`config.mk`:
```
export PLATFORM = sky130hd
export DESIGN_NAME = mult_final_cpa_pipe
export DESIGN_NICKNAME = d
export VERILOG_FILES = /design/src/rtl/mult_final_cpa_pipe.sv
export SDC_FILE = /design/constraint.sdc
export NUM_CORES = 1
export LEC_CHECK = 0
export ABC_AREA = 1
export CAP_MARGIN = 15
export CORE_MARGIN = 5
export CORE_UTILIZATION = 37
export DETAILED_ROUTE_END_ITERATION = 10
export PLACE_DENSITY = 0.72
export SLEW_MARGIN = 20
export SYNTH_ARGS = -nofsm -noshare
export SYNTH_HDL_FRONTEND = slang
export SYNTH_SLANG_ARGS = --single-unit
```
`constraint.sdc`:
```
create_clock -name clk -period 2.85 [get_ports clk]
set_input_delay 0.285 -clock clk [delete_from_list [all_inputs] [get_ports clk]]
set_output_delay 0.285 -clock clk [all_outputs]
set_load 0.03 [all_outputs]
```
`src/rtl/mult_final_cpa_pipe.sv`:
```
// Final carry-propagate adder behind the multiplier compression tree: resolves the
// redundant (sum, carry<<1) pair into the binary product over two elastic stages.
module mult_final_cpa_pipe #(
  parameter int WIDTH = 32,
  parameter int SPLIT = 16
) (
  input  logic             clk,
  input  logic             rst,
  input  logic             in_valid,
  output logic             in_ready,
  input  logic [WIDTH-1:0] in_sum,
  input  logic [WIDTH-1:0] in_carry,
  output logic             out_valid,
  input  logic             out_ready,
  output logic [WIDTH-1:0] out_product,
  output logic             out_cout
);

  localparam int HI_W = WIDTH - SPLIT;

  function automatic logic [SPLIT:0] add_lo(input logic [SPLIT-1:0] a,
                                            input logic [SPLIT-1:0] b);
    return {1'b0, a} + {1'b0, b};
  endfunction

  function automatic logic [HI_W:0] add_hi(input logic [HI_W-1:0] a,
                                           input logic [HI_W-1:0] b,
                                           input logic            ci);
    return {1'b0, a} + {1'b0, b} + {{HI_W{1'b0}}, ci};
  endfunction

  logic             vld_p1_q,    vld_p1_d;
  logic [SPLIT-1:0] lo_sum_p1_q, lo_sum_p1_d;
  logic             c_mid_p1_q,  c_mid_p1_d;
  logic [HI_W-1:0]  sum_hi_p1_q, sum_hi_p1_d;
  logic [HI_W-1:0]  b_hi_p1_q,   b_hi_p1_d;
  logic             vld_p2_q,    vld_p2_d;
  logic [WIDTH-1:0] prod_p2_q,   prod_p2_d;
  logic             cout_p2_q,   cout_p2_d;

  logic [WIDTH-1:0] b_full;
  logic [SPLIT:0]   lo_res;
  logic [HI_W:0]    hi_res;
  logic             s1_ready, s2_ready;
  logic             accept, advance;

  always_comb begin
    // The shift drops the carry-row MSB, which falls outside the product width.
    b_full   = in_carry << 1;
    lo_res   = add_lo(in_sum[SPLIT-1:0], b_full[SPLIT-1:0]);
    hi_res   = add_hi(sum_hi_p1_q, b_hi_p1_q, c_mid_p1_q);

    s2_ready = !vld_p2_q || out_ready;
    s1_ready = !vld_p1_q || s2_ready;
    accept   = in_valid && s1_ready;
    advance  = vld_p1_q && s2_ready;

    vld_p1_d    = vld_p1_q;
    lo_sum_p1_d = lo_sum_p1_q;
    c_mid_p1_d  = c_mid_p1_q;
    sum_hi_p1_d = sum_hi_p1_q;
    b_hi_p1_d   = b_hi_p1_q;
    vld_p2_d    = vld_p2_q;
    prod_p2_d   = prod_p2_q;
    cout_p2_d   = cout_p2_q;

    // Stage 1: low half of the add, upper operands parked for stage 2.
    if (accept) begin
      vld_p1_d    = 1'b1;
      lo_sum_p1_d = lo_res[SPLIT-1:0];
      c_mid_p1_d  = lo_res[SPLIT];
      sum_hi_p1_d = in_sum[WIDTH-1:SPLIT];
      b_hi_p1_d   = b_full[WIDTH-1:SPLIT];
    end else if (advance) begin
      vld_p1_d = 1'b0;
    end

    // Stage 2: upper half consumes the mid carry; holds while stalled downstream.
    if (advance) begin
      vld_p2_d  = 1'b1;
      prod_p2_d = {hi_res[HI_W-1:0], lo_sum_p1_q};
      cout_p2_d = hi_res[HI_W];
    end else if (out_ready) begin
      vld_p2_d = 1'b0;
    end
  end

  always_ff @(posedge clk) begin
    if (rst) begin
      vld_p1_q    <= 1'b0;
      lo_sum_p1_q <= '0;
      c_mid_p1_q  <= 1'b0;
      sum_hi_p1_q <= '0;
      b_hi_p1_q   <= '0;
      vld_p2_q    <= 1'b0;
      prod_p2_q   <= '0;
      cout_p2_q   <= 1'b0;
    end else begin
      vld_p1_q    <= vld_p1_d;
      lo_sum_p1_q <= lo_sum_p1_d;
      c_mid_p1_q  <= c_mid_p1_d;
      sum_hi_p1_q <= sum_hi_p1_d;
      b_hi_p1_q   <= b_hi_p1_d;
      vld_p2_q    <= vld_p2_d;
      prod_p2_q   <= prod_p2_d;
      cout_p2_q   <= cout_p2_d;
    end
  end

  assign in_ready    = s1_ready;
  assign out_valid   = vld_p2_q;
  assign out_product = prod_p2_q;
  assign out_cout    = cout_p2_q;

endmodule
```
==> metrics.md <==
| Metric | Value |
|---|---|
| Status | `finished, final reports clean` |
| Yosys cell types | `30` |
| Max Cap Viol | `0` |
| Setup TNS | `0 ns` |
| Vias per Instance | `4.49` |
| Die height | `125 µm` |
| Storage element area | `1680 µm²` |
| Fmax | `479 MHz` |
| TritonCTS clock tree | `done` |
| Worst-path cell chain | `fa_1 > fa_1 > nand2_1 > nand2_1 > nand3b_1 > nand2_1 > nand2_1 > nand2_1 > nand2_1 > nand3_1 > nand2_1 > inv_1` |
| Simple-gate share of the synthesized area | `31.5%` |
| Area share of the largest cell type after synthesis | `34.4%` |
| Mapped Area | `4890 µm²` |
| Initial antenna violation count | `2` |
| Synthesized instance count | `731` |
| Synth cell count leaders | `nand2_1 (155), nor2_1 (128), inv_1 (104)` |
| CTS max path bufs | `2` |
| Synth Area in Compound Gates | `11.3%` |
| Post-route minimum period | `2.09 ns` |
| Tightest Pin Transition | `0.740 ns` |
| N_diodes | `0` |
| Endpoints failing hold | `0` |
| Multi-input gate area | `2610 µm²` |
| Final instance area | `6290 µm²` |
| Syn_nets | `832` |
| Via total after detailed routing | `4512` |
| HPWL after detailed placement | `8880 µm` |
| CTS buffer count | `9` |
| Placer Congestion | `0.880` |
| First-pass GRT wire length | `19200 µm` |
| Gr usage total | `14.9%` |
| Post-synthesis mux area share | `0%` |
| Per-cell routed wire length | `11.6 µm` |
| Clock sinks | `84` |
| Type of the worst setup path | `flop to flop` |
| P&R area growth vs syn | `28.6%` |
| CTS root buf | `clkbuf_16` |
| Final Net Count | `926` |
| Ranking of synthesized cells by area | `dfxtp_1 (34%), nand2_1 (12%), nor2_1 (9.8%)` |
| CP endpoint kind | `flop` |
| Area leader, netlist | `dfxtp_1` |
| Overall Power | `3.21 mW` |
| Yosys reg bits | `84` |
| Largest family of logic cells by synthesized area | `simple AND/OR/NAND/NOR gates` |
| Final slew viol count | `0` |
| Crit-path max cell delay | `0.47 ns` |
| Leak pwr | `3.08 nW` |
| Final design utilization | `48.1%` |
| Cell with the most instances after synthesis | `nand2_1` |
| Finished Layout Cells | `1006` |
| Placed cells | `990` |
| Worst Setup Slack, final | `0.762 ns` |
| Post-synthesis adder-cell area fraction | `8.90%` |
| DIE WIDTH | `125 µm` |
| Register area share after synthesis | `34.4%` |
| Pin count of the biggest net entering global routing | `52` |
| Remaining routing DRC violations | `0` |
| Die ar. | `15600 µm²` |
| Remaining global-route overflow | `0` |
| Max transition margin | `50.6%` |
| Top_reg_cell synth | `dfxtp_1` |
| H-tree level count | `3` |
| Endpoints failing setup | `0` |
| Fraction of layout cells with a size suffix above 1 | `7.11%` |
| Reg clk slew, reported paths | `0.07 ns` |
| Antenna Nets Post-Route | `0` |
| Critical Path Fanout Max | `3` |
| Number of global-route vias before repair | `4106` |
| Unrepaired setup endpoints after global routing | `false` |
| Most Frequent Cell on Critical Path | `nand2_1` |
| Min-delay worst type | `flop to flop` |
| Hold Slack | `0.451 ns` |
| Post-synth ARST share | `0%` |
| Clock Skew | `0.00745 ns` |
| Fin crit share | `73.3%` |
| Routed WL | `11700 µm` |
| Total I/O pin count | `103` |
| Worst skew pair latency | `0.34 ns` |
| Worst endpoint data arrival time | `2.33 ns` |
| XOR/XNOR Fraction of Synth Area | `1.61%` |
| Post-CTS sizing | `0` |
| WP data required | `3.10 ns` |
| Yosys warning count | `0` |
| Syn avg cell area | `6.70 µm²` |
| Max IR drop VDD | `290 µV` |
| DR pass1 iterations | `4` |
| Pwr dens | `510 nW/µm²` |
| Initial core utilization | `37.4%` |
| Post-DP Area | `6010 µm²` |
| IO Port Bufs | `101` |
| Core area | `13100 µm²` |
| DRT iter0 DRCs | `196` |
| Worst path slowest cell | `fa_1` |
| # rows | `42` |
| Fillers | `1310` |
| Post-CTS Setup Bufs | `0` |
| Setup crit start kind | `flop` |
| Cts hold-fix bufs | `0` |
| Place WS | `0.636 ns` |
| Number of flops mapped to enable cells by yosys | `0` |
[registers in the layout, summed over array words and instances (netlist names)]
signal       cells
lo_sum_p1_q     16
c_mid_p1_q       1
b_hi_p1_q       16
sum_hi_p1_q     16
out_product     32
out_cout         1
out_valid        1
vld_p1_q         1
[layer usage]
metal	routed length, µm	share of wire, %	vias to the layer above	global-route usage [%]
met5	25	0.21	-	0
li1	-	-	2472	-
met4	114	0.98	4	3.70
met1	5330	46	1938	17.7
met2	5490	47	85	25.7
met3	724	6.2	13	5.20
[path summary, 6_finish.rpt]
path / from / end / slack [ns] / cells past startpoint
max reg2reg: c_mid_p1_q / out_product[26] / 0.76 / 12
min reg2reg: lo_sum_p1_q[5] / out_product[5] / 0.45 / 2
min: lo_sum_p1_q[5] / out_product[5] / 0.45 / 2
max: c_mid_p1_q / out_product[26] / 0.76 / 12
[where the power goes]
group          total, mW  internal, mW  leakage, nW  switching (mW)
clock               1.11         0.602        0.130           0.506
combinational      0.787         0.339         2.25           0.448
sequential          1.31          1.27        0.696          0.0466
[cells in the final DEF, fill, tap and decap left out, types with 2 or more instances in the layout]
cell / Yosys / final
inv_2: 8 / 8
clkdlybuf4s50_1: 0 / 101
nand4_1: 4 / 4
nand3_2: 4 / 4
clkbuf_16: 0 / 9
nand3_1: 39 / 39
dfxtp_1: 84 / 84
nor2_1: 128 / 128
nor3_1: 3 / 3
nand2_1: 155 / 155
a21oi_1: 38 / 38
o211ai_1: 5 / 5
buf_4: 0 / 6
nand3b_1: 3 / 3
inv_1: 104 / 104
xor2_1: 5 / 5
nand2_2: 12 / 12
or2_1: 2 / 2
o21ai_0: 62 / 62
nor2_2: 3 / 3
ha_1: 30 / 30
xnor2_1: 4 / 4
and2_4: 2 / 2
clkinv_4: 0 / 2
clkinvlp_4: 0 / 3
fa_1: 3 / 3
nor3_2: 5 / 5
[kinds of logic after synthesis]
kind of cell,Yosys count
and+or+nand+nor,361
buffers and inverters,137
AOI/OAI and AO/OA,107
DFF,84
adders and majority gates,33
xor gates and xnor gates,9
[layout make-up]
| type | instances | share of cell area [%] |
|---|---|---|
| clock buffer | 9 | 3.58 |
| clock inverter | 7 | 0.954 |
| inverter | 112 | 6.68 |
| multi-input combinational | 510 | 41.5 |
| sequential | 84 | 26.7 |
| tap | 176 | 3.50 |
| timing repair buffer | 108 | 17.1 |
[worst max-delay path, delay by kind of cell (launching register included)]
kind | cells | cell delay, ns
flip-flops | 1 | 0.34
buffers and inverters | 1 | 0.03
adder cells (fa/ha/maj) | 2 | 0.89
AND/OR/NAND/NOR | 9 | 0.73
(Power assumes the default switching activity.)
